### src/rtl/clock_enable_chain.sv
`default_nettype none
// ============================================================================
//  Module      : clock_enable_chain
//  Description : Parametrised clock-enable divider. Turns a base enable into
//                per-stage rise/fall enables, a toggle clock pair and a
//                registered half-rate tap. It also provides start-up delay,
//                HOLD freeze and a RESYNC phase-realign handshake.
//                Optional build macro: CLOCKS_TRIM_EN. When it is defined,
//                the TRIM_PHASE input supplies the realign phase.
//  Revision    : 1.0 - initial release
// ============================================================================
module clock_enable_chain #(
    parameter int                  DIV_BITS    = 3,
    parameter logic [DIV_BITS-1:0] RESET_PHASE = DIV_BITS'(3'b100),
    parameter int                  START_DELAY = 4,
    parameter int                  HB_TAP      = 2
) (
    input  logic                CLK,
    input  logic                RESET,
    input  logic                CLK_EN_IN,
    input  logic                HOLD,
    input  logic                RESYNC,
`ifdef CLOCKS_TRIM_EN
    input  logic [DIV_BITS-1:0] TRIM_PHASE,
`endif
    output logic                RESYNC_ACK,
    output logic                RUNNING,
    output logic [DIV_BITS-1:0] CLK_DIV,
    output logic [DIV_BITS-1:0] EN_RISE,
    output logic [DIV_BITS-1:0] EN_FALL,
    output logic                TOGGLE,
    output logic                TOGGLE_B,
    output logic                TAP_HB
);

    typedef enum logic [1:0] {
        ST_DELAY = 2'd0,
        ST_RUN   = 2'd1,
        ST_ALIGN = 2'd2
    } state_t;

    localparam logic [8:0] c_dly_last = 9'(START_DELAY);

    state_t              r_state;
    state_t              w_state_nxt;
    logic [7:0]          r_dly_cnt;
    logic [DIV_BITS-1:0] r_div;
    logic [DIV_BITS-1:0] w_phase;
    logic [DIV_BITS-1:0] w_carry;
    logic                r_toggle;
    logic                r_tap;
    logic                r_ack;
    logic                w_base;
    logic                w_tick;
    logic                w_dly_done;
    logic                w_align_load;

    // A frozen base enable stalls every counter and the FSM together.
    assign w_base       = CLK_EN_IN & ~HOLD;
    assign w_tick       = w_base & (r_state == ST_RUN) & ~RESET;
    assign w_align_load = w_base & (r_state == ST_ALIGN);

`ifdef CLOCKS_TRIM_EN
    assign w_phase = TRIM_PHASE;
`else
    assign w_phase = RESET_PHASE;
`endif

    // With no start-up delay, the block leaves DELAY on the first unfrozen edge.
    generate
        if (START_DELAY == 0) begin : g_no_delay
            assign w_dly_done = 1'b1;
        end else begin : g_delay
            assign w_dly_done = w_base & (({1'b0, r_dly_cnt} + 9'd1) == c_dly_last);
        end
    endgenerate

    // A stage toggles when all lower bits are set. That prefix AND is a carry chain.
    generate
        for (genvar k = 0; k < DIV_BITS; k++) begin : g_stage
            if (k == 0) begin : g_first
                assign w_carry[k] = 1'b1;
            end else begin : g_next
                assign w_carry[k] = w_carry[k-1] & r_div[k-1];
            end
            assign EN_RISE[k] = w_tick & w_carry[k] & ~r_div[k];
            assign EN_FALL[k] = w_tick & w_carry[k] &  r_div[k];
        end
    endgenerate

    // State register.
    always_ff @(posedge CLK) begin
        if (RESET) begin
            r_state <= ST_DELAY;
        end else begin
            r_state <= w_state_nxt;
        end
    end

    // Next-state logic. HOLD pins the FSM in whatever state it is in.
    always_comb begin
        w_state_nxt = r_state;
        case (r_state)
            ST_DELAY: if (!HOLD && w_dly_done) w_state_nxt = ST_RUN;
            ST_RUN:   if (!HOLD && RESYNC)     w_state_nxt = ST_ALIGN;
            ST_ALIGN: if (w_base)              w_state_nxt = ST_RUN;
            default:                           w_state_nxt = ST_DELAY;
        endcase
    end

    // Divider, toggle, tap, delay counter and realign acknowledge.
    always_ff @(posedge CLK) begin
        if (RESET) begin
            r_dly_cnt <= 8'd0;
            r_div     <= RESET_PHASE;
            r_toggle  <= 1'b0;
            r_tap     <= ~RESET_PHASE[HB_TAP];
            r_ack     <= 1'b0;
        end else begin
            r_ack <= w_align_load;
            if ((r_state == ST_DELAY) && w_base && !w_dly_done) begin
                r_dly_cnt <= r_dly_cnt + 8'd1;
            end
            if (w_tick) begin
                r_div    <= r_div + DIV_BITS'(1);
                r_toggle <= ~r_toggle;
                // The tap is sampled on the bit-0 rising edge, before the increment.
                if (!r_div[0]) begin
                    r_tap <= ~r_div[HB_TAP];
                end
            end
            if (w_align_load) begin
                r_div    <= w_phase;
                r_toggle <= 1'b0;
            end
        end
    end

    assign RUNNING    = (r_state == ST_RUN) & ~RESET;
    assign CLK_DIV    = r_div;
    assign TOGGLE     = r_toggle;
    assign TOGGLE_B   = ~r_toggle;
    assign TAP_HB     = r_tap;
    assign RESYNC_ACK = r_ack;

endmodule
`default_nettype wire

### config.mk
export PLATFORM = sky130hd
export DESIGN_NAME = clock_enable_chain
export DESIGN_NICKNAME = d
export VERILOG_FILES = /design/src/rtl/clock_enable_chain.sv
export SDC_FILE = /design/constraint.sdc
export NUM_CORES = 1
export LEC_CHECK = 0
export BUFFER_PORTS_ARGS = -buffer_cell sky130_fd_sc_hd__buf_4
export CORE_MARGIN = 4
export CORE_UTILIZATION = 25
export CTS_BUF_LIST = sky130_fd_sc_hd__clkbuf_8
export DETAILED_ROUTE_END_ITERATION = 7
export PLACE_DENSITY_LB_ADDON = 0.15
export SKIP_LAST_GASP = 1
export SLEW_MARGIN = 20
export SYNTH_ARGS = -nofsm -noshare
export SYNTH_HDL_FRONTEND = slang
export SYNTH_SLANG_ARGS = --single-unit
### constraint.sdc
create_clock -name CLK -period 1.76 [get_ports CLK]
set_clock_uncertainty 0.1 [all_clocks]
set_input_delay 0.176 -clock CLK [delete_from_list [all_inputs] [get_ports CLK]]
set_output_delay 0.176 -clock CLK [all_outputs]
set_load 0.005 [all_outputs]
---- Yosys cells after proc, flatten, opt, wreduce, memory -nomap -nowiden ----
Cells that the tools add are included.
cells by class
  equality and inequality tests ........... 6
  muxes and demuxes ....................... 4
  reductions and logical operators ........ 10
  bitwise logic cells ..................... 20
  add/sub/neg operators ................... 3
operators with widths
  operator             count
  $and 1x1->1          14
  $add 8x1->9 const B  1
  $eq 9x3->1 const B   1
  $add 8x1->8 const B  1
  $mux 2               3
  $not 1->1            6
  $pmux 2 s3           1
  $logic_and 1x1->1    4
  $ne 2x2->1 const B   2
  $add 3x1->3 const B  1
  $reduce_and 3->1     1
  $eq 2x1->1 const B   1
  $eq 2x2->1 const B   1
  $logic_not 1->1      2
  $logic_not 2->1      1
  $ne 2x1->1 const B   1
  $reduce_and 2->1     1
  $reduce_or 2->1      1
word-level totals
  output and inout bits ................... 14
  register bits ........................... 16
  logic and storage cells ................. 49
  bits of input ports ..................... 5

---- Depth between registers and ports, before layout ----
  depth after elaboration ................. 6
  depth in mapped cells ................... 5
  gate-level depth less buffers ........... 5

---- Least setup slack after synthesis ----
Ideal clock, no wire load.
  path type ............................... register to register
  start point ............................. register r_dly_cnt[0]
  end point ............................... register r_dly_cnt[2]
  stages on the path, launching flop included .. 6
  buffers on the path ..................... 0
  arrival ................................. 1.625 ns
  required time ........................... 1.539 ns
  slack ................................... -0.086 ns
  setup time .............................. 0.121 ns
  clock period less this slack ............ 1.846 ns
  path through ............................ dfxtp_1 -> ha_1 -> or4b_4 -> nor4_4 -> a21oi_1 -> mux2_4
between the ends
  word-level cells in the longest chain between the ends .. 5
  elaborated cells between the ends (all ways) .. 6
  classes of those cells .................. add/sub: 2; eq/ne: 1; bitwise: 1; reduce/logical: 2
RTL lines
  what                    RTL line  RTL
  start, declared         46        logic [7:0] r_dly_cnt;
  start signal, assigned  122       r_dly_cnt <= r_dly_cnt + 8'd1;
  $add 8x1->9             74        assign w_dly_done = w_base & (({1'b0, r_dly_cnt} + 9'd1) == c_dly_last);
  $eq 9x3->1              74
  $and 1x1->1             74
  $logic_not 1->1         121       if ((r_state == ST_DELAY) && w_base && !w_dly_done) begin
  $logic_and 1x1->1       121
Parallel ways exist; a longest one is shown, timed or not.
A chain may end at the register's enable or synchronous reset.

---- Worst setup path after layout ----
  start point ............................. register r_dly_cnt[0]
  end point ............................... register r_dly_cnt[0]
The elaborated chain is that of the path after synthesis.

==> qor.yml <==
coreArea_mm2: 0.00344
ant_nets: 0
hold_buffers: 0
rr_endpoint: "r_dly_cnt[0]"
critPathCaptureType: "flop"
critPathKind: "flop to flop"
setup_ws_ns: -0.0513
port_buffers: 18
violations: "setup timing"
period_share: 1.03
wl_um: 2300
route.detailed.drc: 0
ff2ff_path_depth: 5
synth_seq_cells: 16
finalHoldViolations: 0
clockRootBuffer: "clkbuf_8"
dr_wl_met2_um: 1020
leakage_nw: 0.536
ios: 19
slew_headroom: 0.763
max-cap-violations: 0
insertion_delay_ns: 0.25
min_to: "CLK_DIV[0]"
rsz0062_at_grt: "true"
netlist_instances: 107
dp_hpwl_um: 1710
grt_overflow: 0
worstSetupStartpoint: "r_dly_cnt[0]"
dpl-instance-area_mm2: 0.00124
syn_area_um2: 920
die_y_um: 68.7
hold_path_class: "primary input to flop"
layout.cells.most_common_list: "36 x buf_4, 14 x dfxtp_1, 13 x nor2_1"
grt_pass1_vias: 869
min_period_ns: 1.81
drt_first_pass_iters: 4
wl_met3_um: 68
syn-num-nets: 114
die_x_um: 68.7
syn_area_per_cell_um2: 8.59
powerDensity_mw_per_mm2: 544
routabilityCongestion: 0.794
ff_latch_area_um2: 323
grt_pass1_wl_um: 3960
cts_max_level: 1
holdWs_ns: 0.177
required_ns: 1.79
diodes: 0
area_growth_pct: 41.9
reg2reg_setup_slack_ns: -0.05
start_kind: "flop"
worstHoldPathCells: 2
dr.max_layer_used: "met4"
pre_cts_slack_ns: -0.0601
r2r-start: "r_dly_cnt[0]"
ir_drop_v: 0.000194
drt_iter0_drc: 42
rows: 21
netlist-cell-type-count: 37
drive_gt1_frac: 0.383
min_from: "RESET"
slew_viol_final: 0
grt_max_degree: 25
m1WireLength_um: 1190
utilization: 0.379
mostFrequentLayoutCell: "buf_4"
dieArea_mm2: 0.00471
fmax_ghz: 0.552
clk_pin_slew_worst_paths_ns: 0.07
clock_path_buffers: 2
synth_warnings: 0
seq_area_frac_synth: 0.348
nFillCells: 360
track_usage: 0.113
outcome: "complete, but fails checks"
worst-endpoint-arrival_ns: 1.85
wl_per_cell_um: 12.3
design_area_mm2: 0.00131
multi_input_area_um2: 598
numCtsBuffers: 3
vias: 859
numClockSinks: 16
cts_tree: "done"
initial_core_util: 0.267
antenna_found_initial: 0
tns_ns: -0.0804
final_net_count: 150
setup_viol: 3
tightest_slew_ns: 0.353
critPathMaxFanout: 3
viasPerCell: 4.59
==> state kept, by name (all words and copies together), names as in the netlist <==
register    count
CLK_DIV         3
RESYNC_ACK      1
TAP_HB          1
TOGGLE          1
r_dly_cnt       8
r_state         2
==> worst max-delay path: stages (launching register included) <==
cell,delay [ns]
dfxtp_2,0.35
ha_4,0.14
or4b_4,0.46
nor4_4,0.23
a21oi_2,0.12
mux2_4,0.30
==> final cells by class <==
type	count	area share
clock buffers	3	0.0316
flip-flops and latches	16	0.247
multi-input cells	82	0.458
well taps	46	0.0441
inverters	4	0.0115
repair buffers	36	0.207
==> cells in the mapped netlist <==
| master | n | area share |
|---|---|---|
| dfxtp_1 | 16 | 0.35 |
| nor4_4 | 1 | 0.023 |
| mux2i_1 | 2 | 0.022 |
| nor4b_1 | 2 | 0.019 |
| nor2_1 | 13 | 0.053 |
| or2_2 | 1 | 0.0068 |
| nor4bb_1 | 1 | 0.011 |
| clkbuf_1 | 4 | 0.016 |
| and3_1 | 1 | 0.0068 |
| nand2_1 | 7 | 0.029 |
| nand4_1 | 1 | 0.0068 |
| nor4_2 | 2 | 0.027 |
| buf_2 | 1 | 0.0054 |
| or4b_4 | 2 | 0.030 |
| o2bb2ai_1 | 1 | 0.0095 |
| a2bb2oi_1 | 2 | 0.019 |
| nand2b_1 | 4 | 0.027 |
| nand3_1 | 3 | 0.016 |
| a21oi_2 | 1 | 0.0095 |
| a21o_1 | 3 | 0.024 |
| a311o_1 | 1 | 0.011 |
| nand3b_1 | 1 | 0.0082 |
| o21ai_1 | 1 | 0.0054 |
| o31ai_1 | 1 | 0.0082 |
| nor2b_1 | 5 | 0.034 |
| nor3b_1 | 2 | 0.016 |
| o21bai_1 | 2 | 0.016 |
| xnor2_1 | 2 | 0.019 |
| a21oi_1 | 5 | 0.027 |
| a31oi_1 | 1 | 0.0068 |
| mux2_4 | 2 | 0.033 |
| o21ai_0 | 2 | 0.011 |
| ha_1 | 2 | 0.027 |
| nor3_1 | 5 | 0.027 |
| xor2_1 | 1 | 0.0095 |
| inv_1 | 4 | 0.016 |
| and2_1 | 2 | 0.014 |
==> cell families after synthesis <==
| logic type | after synthesis | share of synthesized area |
|---|---|---|
| and+or+nand+nor | 53 | 0.355 |
| muxes | 4 | 0.0544 |
| AOI/OAI and AO/OA | 20 | 0.148 |
| buffers and inverters | 9 | 0.0381 |
| adders and majority gates | 2 | 0.0272 |
| DFF | 16 | 0.348 |
| xor gates and xnor gates | 3 | 0.0286 |
==> per-layer routing <==
| layer | up-vias | GRT usage |
|---|---|---|
| li1 | 447 | - |
| met1 | 395 | 0.153 |
| met2 | 15 | 0.167 |
| met3 | 2 | 0.0259 |
| met4 | 0 | 0.0521 |
| met5 | - | 0 |
==> worst max-delay path by stage <==
stage | to | cells after the start
finish | r_dly_cnt[0] | 5
global route | r_dly_cnt[0] | 5
CTS | r_dly_cnt[2] | 5
detailed placement | r_dly_cnt[2] | 5
global placement | r_dly_cnt[2] | 5
floorplan | r_dly_cnt[2] | 5
==> stage by stage <==
step / total power [W] / instances
after global placement: 0.000440 / 184
after floorplan: 0.000412 / 107
after CTS: 0.000720 / 188
after detailed placement: 0.000440 / 184
final: 0.000710 / 187
after global routing: 0.000739 / 187
==> where the power goes <==
part | switching (W) | internal, W | total (W) | leakage, nW
combinational | 0.0000312 | 0.0000317 | 0.0000630 | 0.384
clock | 0.000126 | 0.000152 | 0.000278 | 0.0216
sequential | 0.00000356 | 0.000366 | 0.000370 | 0.130
==> what timing repair did <==
action | CTS | global route
pin swaps | 0 | 1
setup buffers | 1 | 1
hold endpoints to repair | 0 | 0
setup endpoints to repair | 4 | 10
resized for setup | 0 | 4
No activity file was read; power rests on OpenSTA's default activity.
